**src/rtl/tm_qm0_sch_pkg.sv**
```systemverilog
// Shared widths and error-cause encoding for the first-level queue scheduler.
package tm_qm0_sch_pkg;

    localparam int FIRST_LVL_QUEUE_ID_NBITS = 4;

    // Bit positions in the per-cycle error cause vector.
    typedef enum logic [1:0] {
        ERR_LIST_OVF = 2'd0,
        ERR_PEND_OVF = 2'd1,
        ERR_ENQ_UNF  = 2'd2,
        ERR_DEQ_UNF  = 2'd3
    } sch_err_cause_e;

    localparam int SCH_ERR_NCAUSE = 4;

endpackage

```
**src/rtl/sfifo2f_fo.sv**
```systemverilog
// Small synchronous FIFO with first-word fall-through read data.
// Pushes while full and pops while empty are ignored; the owner flags them.
module sfifo2f_fo #(
    parameter int DW = 4,
    parameter int AW = 2
) (
    input  logic          clk,
    input  logic          rst_n,
    input  logic          push_i,
    input  logic [DW-1:0] din_i,
    input  logic          pop_i,
    output logic [DW-1:0] dout_o,
    output logic          full_o,
    output logic          empty_o
);
    localparam int DEPTH = 1 << AW;

    logic [DW-1:0] mem_q [DEPTH];
    logic [AW-1:0] wr_ptr_q;
    logic [AW-1:0] rd_ptr_q;
    logic [AW:0]   cnt_q;
    logic          wr_en;
    logic          rd_en;

    assign full_o  = (cnt_q == {1'b1, {AW{1'b0}}});
    assign empty_o = (cnt_q == '0);
    assign wr_en   = push_i & ~full_o;
    assign rd_en   = pop_i & ~empty_o;
    assign dout_o  = mem_q[rd_ptr_q];

    always_ff @(posedge clk or negedge rst_n) begin
        if (!rst_n) begin
            for (int i = 0; i < DEPTH; i++) begin
                mem_q[i] <= '0;
            end
            wr_ptr_q <= '0;
            rd_ptr_q <= '0;
            cnt_q    <= '0;
        end else begin
            if (wr_en) begin
                mem_q[wr_ptr_q] <= din_i;
                wr_ptr_q        <= wr_ptr_q + AW'(1);
            end
            if (rd_en) begin
                rd_ptr_q <= rd_ptr_q + AW'(1);
            end
            cnt_q <= cnt_q + (AW+1)'(wr_en) - (AW+1)'(rd_en);
        end
    end

endmodule

```
**src/rtl/tm_qm0_sch.sv**
```systemverilog
// First-level round-robin scheduler: keeps the active list of non-empty queues
// and issues spaced dequeue requests to the depth tracker.
module tm_qm0_sch
    import tm_qm0_sch_pkg::*;
#(
    parameter int QW              = FIRST_LVL_QUEUE_ID_NBITS,
    parameter int PEND_DEPTH_LOG2 = 2
) (
    input  logic          clk,
    input  logic          rst_n,
    input  logic          enq_req,
    input  logic [QW-1:0] enq_qid,
    input  logic          enq_ack,
    input  logic          enq_to_empty,
    input  logic          deq_ack,
    input  logic          deq_from_emptyp2,
    input  logic          sch_en,
    output logic          deq_req,
    output logic [QW-1:0] deq_qid,
    output logic [QW:0]   active_count,
    output logic          sch_err
);
    localparam int          LIST_N   = 1 << QW;
    localparam logic [QW:0] LIST_CAP = {1'b1, {QW{1'b0}}};

    logic [QW-1:0] list_q [LIST_N];
    logic [QW-1:0] head_q;
    logic [QW-1:0] tail_q;
    logic [QW:0]   count_q;
    logic [QW:0]   count_d;
    logic [QW:0]   count_pushed;
    logic          deq_req_q;
    logic          deq_req_d;
    logic [QW-1:0] deq_qid_q;
    logic [QW-1:0] deq_qid_d;
    logic          sch_err_q;

    logic          enq_pend_full;
    logic          enq_pend_empty;
    logic          deq_pend_full;
    logic          deq_pend_empty;
    logic [QW-1:0] enq_pend_qid;
    logic [QW-1:0] deq_pend_qid;

    logic          deq_push_req;
    logic          enq_push_req;
    logic          deq_push_ok;
    logic          enq_push_ok;
    logic          issue;
    logic [QW-1:0] enq_wr_idx;
    logic [QW-1:0] head_qid;
    logic [SCH_ERR_NCAUSE-1:0] err_vec;

    sfifo2f_fo #(.DW(QW), .AW(PEND_DEPTH_LOG2)) u_enq_pend (
        .clk     (clk),
        .rst_n   (rst_n),
        .push_i  (enq_req),
        .din_i   (enq_qid),
        .pop_i   (enq_ack),
        .dout_o  (enq_pend_qid),
        .full_o  (enq_pend_full),
        .empty_o (enq_pend_empty)
    );

    sfifo2f_fo #(.DW(QW), .AW(PEND_DEPTH_LOG2)) u_deq_pend (
        .clk     (clk),
        .rst_n   (rst_n),
        .push_i  (deq_req_q),
        .din_i   (deq_qid_q),
        .pop_i   (deq_ack),
        .dout_o  (deq_pend_qid),
        .full_o  (deq_pend_full),
        .empty_o (deq_pend_empty)
    );

    always_comb begin
        deq_push_req = deq_ack & ~deq_pend_empty & deq_from_emptyp2;
        enq_push_req = enq_ack & ~enq_pend_empty & enq_to_empty;
        deq_push_ok  = deq_push_req & (count_q != LIST_CAP);
        enq_push_ok  = enq_push_req & ((count_q + (QW+1)'(deq_push_ok)) != LIST_CAP);
        count_pushed = count_q + (QW+1)'(deq_push_ok) + (QW+1)'(enq_push_ok);
        // The rotated queue takes the tail slot ahead of a newly active one.
        enq_wr_idx   = tail_q + QW'(deq_push_ok);

        // Bypass: an empty list can issue straight from this cycle's push.
        if (count_q != '0) begin
            head_qid = list_q[head_q];
        end else if (deq_push_ok) begin
            head_qid = deq_pend_qid;
        end else begin
            head_qid = enq_pend_qid;
        end

        issue     = (count_pushed != '0) & sch_en & ~deq_req_q;
        count_d   = count_pushed - (QW+1)'(issue);
        deq_req_d = issue;
        deq_qid_d = issue ? head_qid : deq_qid_q;

        err_vec               = '0;
        err_vec[ERR_LIST_OVF] = (deq_push_req & ~deq_push_ok) | (enq_push_req & ~enq_push_ok);
        err_vec[ERR_PEND_OVF] = (enq_req & enq_pend_full) | (deq_req_q & deq_pend_full);
        err_vec[ERR_ENQ_UNF]  = enq_ack & enq_pend_empty;
        err_vec[ERR_DEQ_UNF]  = deq_ack & deq_pend_empty;
    end

    always_ff @(posedge clk or negedge rst_n) begin
        if (!rst_n) begin
            for (int i = 0; i < LIST_N; i++) begin
                list_q[i] <= '0;
            end
            head_q    <= '0;
            tail_q    <= '0;
            count_q   <= '0;
            deq_req_q <= 1'b0;
            deq_qid_q <= '0;
            sch_err_q <= 1'b0;
        end else begin
            if (deq_push_ok) begin
                list_q[tail_q] <= deq_pend_qid;
            end
            if (enq_push_ok) begin
                list_q[enq_wr_idx] <= enq_pend_qid;
            end
            tail_q    <= tail_q + QW'(deq_push_ok) + QW'(enq_push_ok);
            head_q    <= head_q + QW'(issue);
            count_q   <= count_d;
            deq_req_q <= deq_req_d;
            deq_qid_q <= deq_qid_d;
            sch_err_q <= sch_err_q | (|err_vec);
        end
    end

    assign deq_req      = deq_req_q;
    assign deq_qid      = deq_qid_q;
    assign active_count = count_q;
    assign sch_err      = sch_err_q;

endmodule

```
**config.mk**
```make
export PLATFORM = sky130hd
export DESIGN_NAME = tm_qm0_sch
export DESIGN_NICKNAME = d
export VERILOG_FILES = /design/src/rtl/tm_qm0_sch_pkg.sv /design/src/rtl/sfifo2f_fo.sv /design/src/rtl/tm_qm0_sch.sv
export SDC_FILE = /design/constraint.sdc
export NUM_CORES = 1
export LEC_CHECK = 0
export BUFFER_PORTS_ARGS = -buffer_cell sky130_fd_sc_hd__buf_2
export CORE_ASPECT_RATIO = 0.9
export CORE_MARGIN = 10
export CORE_UTILIZATION = 30
export DETAILED_ROUTE_END_ITERATION = 10
export HOLD_SLACK_MARGIN = 0.1
export PLACE_DENSITY_LB_ADDON = 0.2
export REMOVE_ABC_BUFFERS = 1
export SLEW_MARGIN = 20
export SYNTH_ARGS = -nofsm -noshare
export SYNTH_HDL_FRONTEND = slang
export SYNTH_HIERARCHICAL = 1
export SYNTH_SLANG_ARGS = --single-unit
```
**constraint.sdc**
```tcl
create_clock -name clk -period 4.8 [get_ports clk]
set_input_delay 0.48 -clock clk [delete_from_list [all_inputs] [get_ports clk]]
set_output_delay 0.48 -clock clk [all_outputs]
set_load 0.02 [all_outputs]
```
Yosys cells after proc, flatten, opt, wreduce, memory -nomap -nowiden
Cells that the tools add are included.

storage, ports and cells
  register bits = 129
  logic and storage cells = 132

operators by class
  $add $sub $neg = 14
  magnitude comparators = 11
  equal/unequal tests = 4
  mux-type cells = 25
  bitwise gates (word level) = 33
  reductions and logical operators = 9

operators with widths
  operator             count
  $bwmux 64            2
  $mux 64              2
  $mux 4               12
  $bwmux 16            2
  $demux 4 s4          2
  $and 1x1->1          16
  $bmux 4 s2           2
  $bmux 4 s4           1
  $demux 4 s2          2
  $ge 5x5->1 const B   3
  $not 4->5            3
  $add 4x1->4          3
  $ge 3x3->1 const B   4
  $not 2->3            4
  $add 5x1->5          2
  $lt 5x1->1 const B   2
  $ne 5x5->1 const B   2
  $reduce_bool 5->1    2
  $add 2x1->2 const B  4
  $not 1->1            7
  $add 3x1->3          2
  $eq 3x3->1 const B   2
  $logic_not 3->1      2
  $lt 3x1->1 const B   2
  5 further kinds      11

Depth between registers and ports, before layout
  word-level depth = 13
  gate-level depth with buffers = 18
  depth with buffers taken out = 17

Modules after synthesis
The synthesis kept the hierarchy.

by module, submodules not included
  module      instances  cells each  area an instance (um^2)  sequential area each (um^2)
  tm_qm0_sch  1          496         5,225.0                  2,077.0
  sfifo2f_fo  2          75          1,096.1                  575.6

Worst setup path before layout
No wires, ideal clock.

  path kind = register to register
  start point = register count_q[1] (netlist: active_count[1])
  end point = register count_q[4] (netlist: active_count[4])
  data arrival time = 3.881 ns
  data required time = 4.675 ns
  path slack = 0.794 ns
  cell stages (with the launch flop) = 18
  buffers on the path = 2
  clock period less this slack = 4.006 ns
  cell sequence = dfrtp_1 -> nor4_1 -> a21oi_2 -> ha_1 -> and4b_1 -> clkbuf_1 -> ha_1 -> clkbuf_1 -> a311oi_1 -> a311o_1 -> o21ai_1 -> inv_1 -> ha_1 -> ha_1 -> nor2_1 -> a31oi_1 -> a31oi_1 -> xnor2_1

on the way
  word-level cells in the longest chain between the ends = 10

RTL lines
  element                       RTL line                            text
  from (decl)                   tm_qm0_sch.sv:29                    logic [QW:0] count_q;
  from (signal assigned)        tm_qm0_sch.sv:126                   count_q <= count_d;
  $ne 5x5->1                    tm_qm0_sch.sv:79                    deq_push_ok = deq_push_req & (count_q != LIST_CAP);
  $and 1x1->1                   tm_qm0_sch.sv:79
  $add 5x1->5 (*)               tm_qm0_sch.sv:80, tm_qm0_sch.sv:81
  $ne 5x5->1                    tm_qm0_sch.sv:80                    enq_push_ok = enq_push_req & ((count_q + (QW+1)'(deq_push_ok)) != LIST_CAP);
  $and 1x1->1                   tm_qm0_sch.sv:80
  $add 5x1->5 (*)               tm_qm0_sch.sv:81                    count_pushed = count_q + (QW+1)'(deq_push_ok) + (QW+1)'(enq_push_ok);
  $reduce_bool 5->1 (*)         tm_qm0_sch.sv:94                    issue = (count_pushed != '0) & sch_en & ~deq_req_q;
  $and 1x1->1 (*) (2 in a row)  tm_qm0_sch.sv:94
  via deq_req_d                 tm_qm0_sch.sv:33                    logic deq_req_d;
  $sub 5x1->5 (*)               tm_qm0_sch.sv:95                    count_d = count_pushed - (QW+1)'(issue);
  via count_d[4]                tm_qm0_sch.sv:30                    logic [QW:0] count_d;

The timed path passes the listed nets; every way through them passes the cells marked *.
A chain may end at the register's enable or synchronous reset.

Worst setup path in the final report
  start point = register u_deq_pend.cnt_q[0]
  end point = register count_q[4] (netlist: active_count[4])

on the way
  word-level cells in the longest chain between the ends = 13

RTL lines
  element                       RTL line                            text
  from (decl)                   sfifo2f_fo.sv:21                    logic [AW:0] cnt_q;
  from (signal assigned)        sfifo2f_fo.sv:47                    cnt_q <= cnt_q + (AW+1)'(wr_en) - (AW+1)'(rd_en);
  $logic_not 3->1 (*)           sfifo2f_fo.sv:26                    assign empty_o = (cnt_q == '0);
  via deq_pend_empty            tm_qm0_sch.sv:41                    logic deq_pend_empty;
  $not 1->1 (*)                 tm_qm0_sch.sv:77                    deq_push_req = deq_ack & ~deq_pend_empty & deq_from_emptyp2;
  $and 1x1->1 (*) (2 in a row)  tm_qm0_sch.sv:77
  $and 1x1->1 (*)               tm_qm0_sch.sv:79
  $add 5x1->5 (*)               tm_qm0_sch.sv:80, tm_qm0_sch.sv:81
  $ne 5x5->1                    tm_qm0_sch.sv:80
  $and 1x1->1                   tm_qm0_sch.sv:80
  $add 5x1->5 (*)               tm_qm0_sch.sv:81
  $reduce_bool 5->1 (*)         tm_qm0_sch.sv:94
  $and 1x1->1 (*) (2 in a row)  tm_qm0_sch.sv:94
  via deq_req_d                 tm_qm0_sch.sv:33
  $sub 5x1->5 (*)               tm_qm0_sch.sv:95
  via count_d[4]                tm_qm0_sch.sv:30

Marked as above.

==> summary.txt <==
Clock network
  – Hold buffers post-CTS: 0
  – H-tree Lvls: 4
  – Root buf cell: clkbuf_16
  – CTS Buf Count: 17
  – Clock Tree Buf Depth: 2
  – Worst-path clk slew: about 0.06 ns
  – Post-CTS setup buffer count: 0
  – CTS tree: built
  – Clk Latency, worst-skew pair: 0.42 ns
  – Clock Sinks: between 100 and 150
  – CTS-repair resized insts: 0

Setup path
  – Critical Path RT: about 5 ns
  – Worst Reg-to-Reg Cells: 17
  – Crit path from: u_deq_pend/cnt_q[0]
  – FF-to-FF setup slack: 0.69 ns
  – WP data arrival: between 4 and 5 ns
  – CP endpoint kind: flip-flop
  – Reg2Reg Launch Point: u_deq_pend/cnt_q[0]
  – CP max FO: 6
  – Setup crit start kind: flip-flop
  – Reg2reg end: active_count[4]
  – Worst Setup EP: active_count[4]
  – Worst Setup Path Type: reg2reg

Floorplanning
  – Die ar.: 0.0314 sq mm
  – Die Y: between 150 and 200 um
  – Core box area: ~0.024 sq mm
  – Floorplan row count: 54
  – Die W: around 190 um
  – Starting Density: 0.305
  – # IOs: 23

Timing
  – FMAX: around 240 MHz
  – Crit path time final: ~4.1 ns
  – Final Cycle Share: 0.857
  – RSZ-0062 raised after global routing: false
  – Min setup slack post-route: approximately 0.7 ns
  – Slew Viols, Final: 0
  – Clock Skews: between 0.009 and 0.01 ns
  – Worst-margin pin slew: ~1.0 ns
  – Slew margin rel.: 0.325
  – Setup TNS: 0 ns
  – Hold WS: a little under 0.08 ns
  – Final setup violation count: 0
  – Final Hold Viols: 0

Routing
  – Drc violations: 0
  – Vias: 4935
  – Via density per instance: 5.04
  – Final wirelength: approximately 18000 um
  – Routed len/inst: ~19 um
  – Final ANT Viol Nets: 0
  – TritonRoute pass-1 iters: 4
  – Initial drt markers: 323

Placement
  – Placed Area: 0.00780 sq mm
  – Port Buffer Count: 22
  – Placed cells: approximately 950
  – Gpl congestion: between 0.7 and 0.8
  – Worst slack at placement: about 0.65 ns
  – DPL Wire Length: around 13000 um

Logic synthesis
  – Register area share after synthesis: 0.435
  – Cell taking the most area after synthesis: dfrtp_1
  – Post-synth EDFFs: 0
  – Syn. warnings: 6
  – Top cells by area, synth: dfrtp_1 (44%), mux2i_1 (8.8%), mux2_2 (7.6%), mux4_2 (5.8%), ha_1 (3.9%)
  – Seq cells post-synth: between 100 and 150
  – Count leader, synth: dfrtp_1
  – Async SR Flop Fraction: 1.00
  – Mapped Cells: roughly 650
  – Ys flop type: dfrtp_1
  – Avg Synthesized Cell Area: 11.5 sq um
  – Area share of the largest cell type after synthesis: 0.435
  – Synthesized cell area: approximately 0.0074 sq mm
  – Top cells by count, synth: dfrtp_1 (129), nor2_1 (70), mux2i_1 (65)
  – Synth cell types: 61

Min path
  – Hold WC Path Type: in2async

Global route
  – GR Overflow Total: 0
  – Total GRT Usage: 0.123
  – First-pass GRT wire length: around 30000 um
  – Largest net degree at the start of global routing: 46
  – Number of global-route vias before repair: between 5000 and 6000
  – Initial antenna violation count: 1

Power
  – Worst VDD drop: roughly 0.27 mV
  – Switching power: between 2 and 3 mW
  – Sw Ratio: 0.433
  – Pwr dens: roughly 740 mW/mm^2
  – Sequential power share: 0.336
  – Tot Pwr: roughly 6.2 mW
  – Clk network pwr share: 0.209
  – P_leak: between 3 and 4 nW
  – Logic pwr share: 0.456
  – Internal power: ~3.5 mW

Run status
  – Status: completed

Finish
  – N_diodes: 0
  – Area Overhead vs Synth: 13.0%
  – Post-route cell area: 0.00838 sq mm
  – Fin util: 0.345
  – Layout net count: 695
  – Layout Cells excl Fill: a little under 1000
  – Fillers: 2423
  – Share of cells above drive strength 1: 0.231

Run
  – Max_cap viols: 0
layout by cell type (no fill, tap or decap), types with 19 or more instances in the layout:
cell type,count
mux2_2,50
mux4_2,19
buf_2,21
xnor2_1,20
nor2_1,70
nand2_1,38
dfrtp_1,129
ha_1,23
mux2i_1,65
a21oi_1,45
layer usage:
metal,wire length [um],global-route usage
met5,13,0
met4,208,0.0385
met3,772,0.0302
met2,8610,0.192
met1,8750,0.165
worst min path at each step:
stage | to | depth (start not counted) | startpoint
after floorplan | active_count[0] | 0 | rst_n
after global placement | u_enq_pend/mem_q[6] | 1 | u_enq_pend/mem_q[6]
after detailed placement | u_deq_pend/mem_q[6] | 1 | u_deq_pend/mem_q[6]
after CTS | list_q[24] | 1 | rst_n
after global routing | list_q[24] | 1 | rst_n
final | list_q[24] | 1 | rst_n
power groups by stage:
stage	combinational (mW)	sequential [mW]	clock, mW
after CTS	2.87	2.09	1.33
final	2.83	2.09	1.30
after floorplan	1.96	2.04	0
after global routing	3.11	2.17	1.38
after detailed placement	2.86	2.10	0
after global placement	2.80	2.07	0
registers in the layout (all words and copies together) (netlist names), 3 cells and up:
| signal | cells |
|---|---|
| u_deq_pend/mem_q | 16 |
| head_q | 4 |
| list_q | 64 |
| u_enq_pend/cnt_q | 3 |
| deq_qid | 4 |
| u_deq_pend/cnt_q | 3 |
| tail_q | 4 |
| u_enq_pend/mem_q | 16 |
| active_count | 5 |
final cells by class:
class | count | area, sq um | area share
Clock buffer | 17 | 425 | 0.0507
Inverter | 18 | 67.6 | 0.00806
Sequential cell | 129 | 3230 | 0.385
Multi-Input combinational cell | 462 | 3940 | 0.470
Timing Repair Buffer | 30 | 173 | 0.0206
Clock inverter | 15 | 163 | 0.0194
Tap cell | 308 | 385 | 0.0460
critical path, stage by stage, from the launching register on:
cell and delay (ns):
dfrtp_1 0.42, nor3_1 0.42, nand3b_1 0.30, a21oi_2 0.07, ha_1 0.43, and4b_1 0.32
ha_1 0.32, a311oi_1 0.07, a311o_1 0.34, o21ai_1 0.14, buf_4 0.16, inv_1 0.08
ha_1 0.20, ha_1 0.23, nor2_1 0.11, a31oi_1 0.05, a31oi_1 0.23, xnor2_1 0.10
kinds of logic after synthesis:
family	synth area share
AO/OA/AOI/OAI	0.0707
XOR/XNOR	0.0405
flip-flops	0.435
AND/OR/NAND/NOR	0.146
adder cells (fa/ha/maj)	0.0442
multiplexers	0.230
buffers and inverters	0.0332
Power figures use the tool's default switching activity.
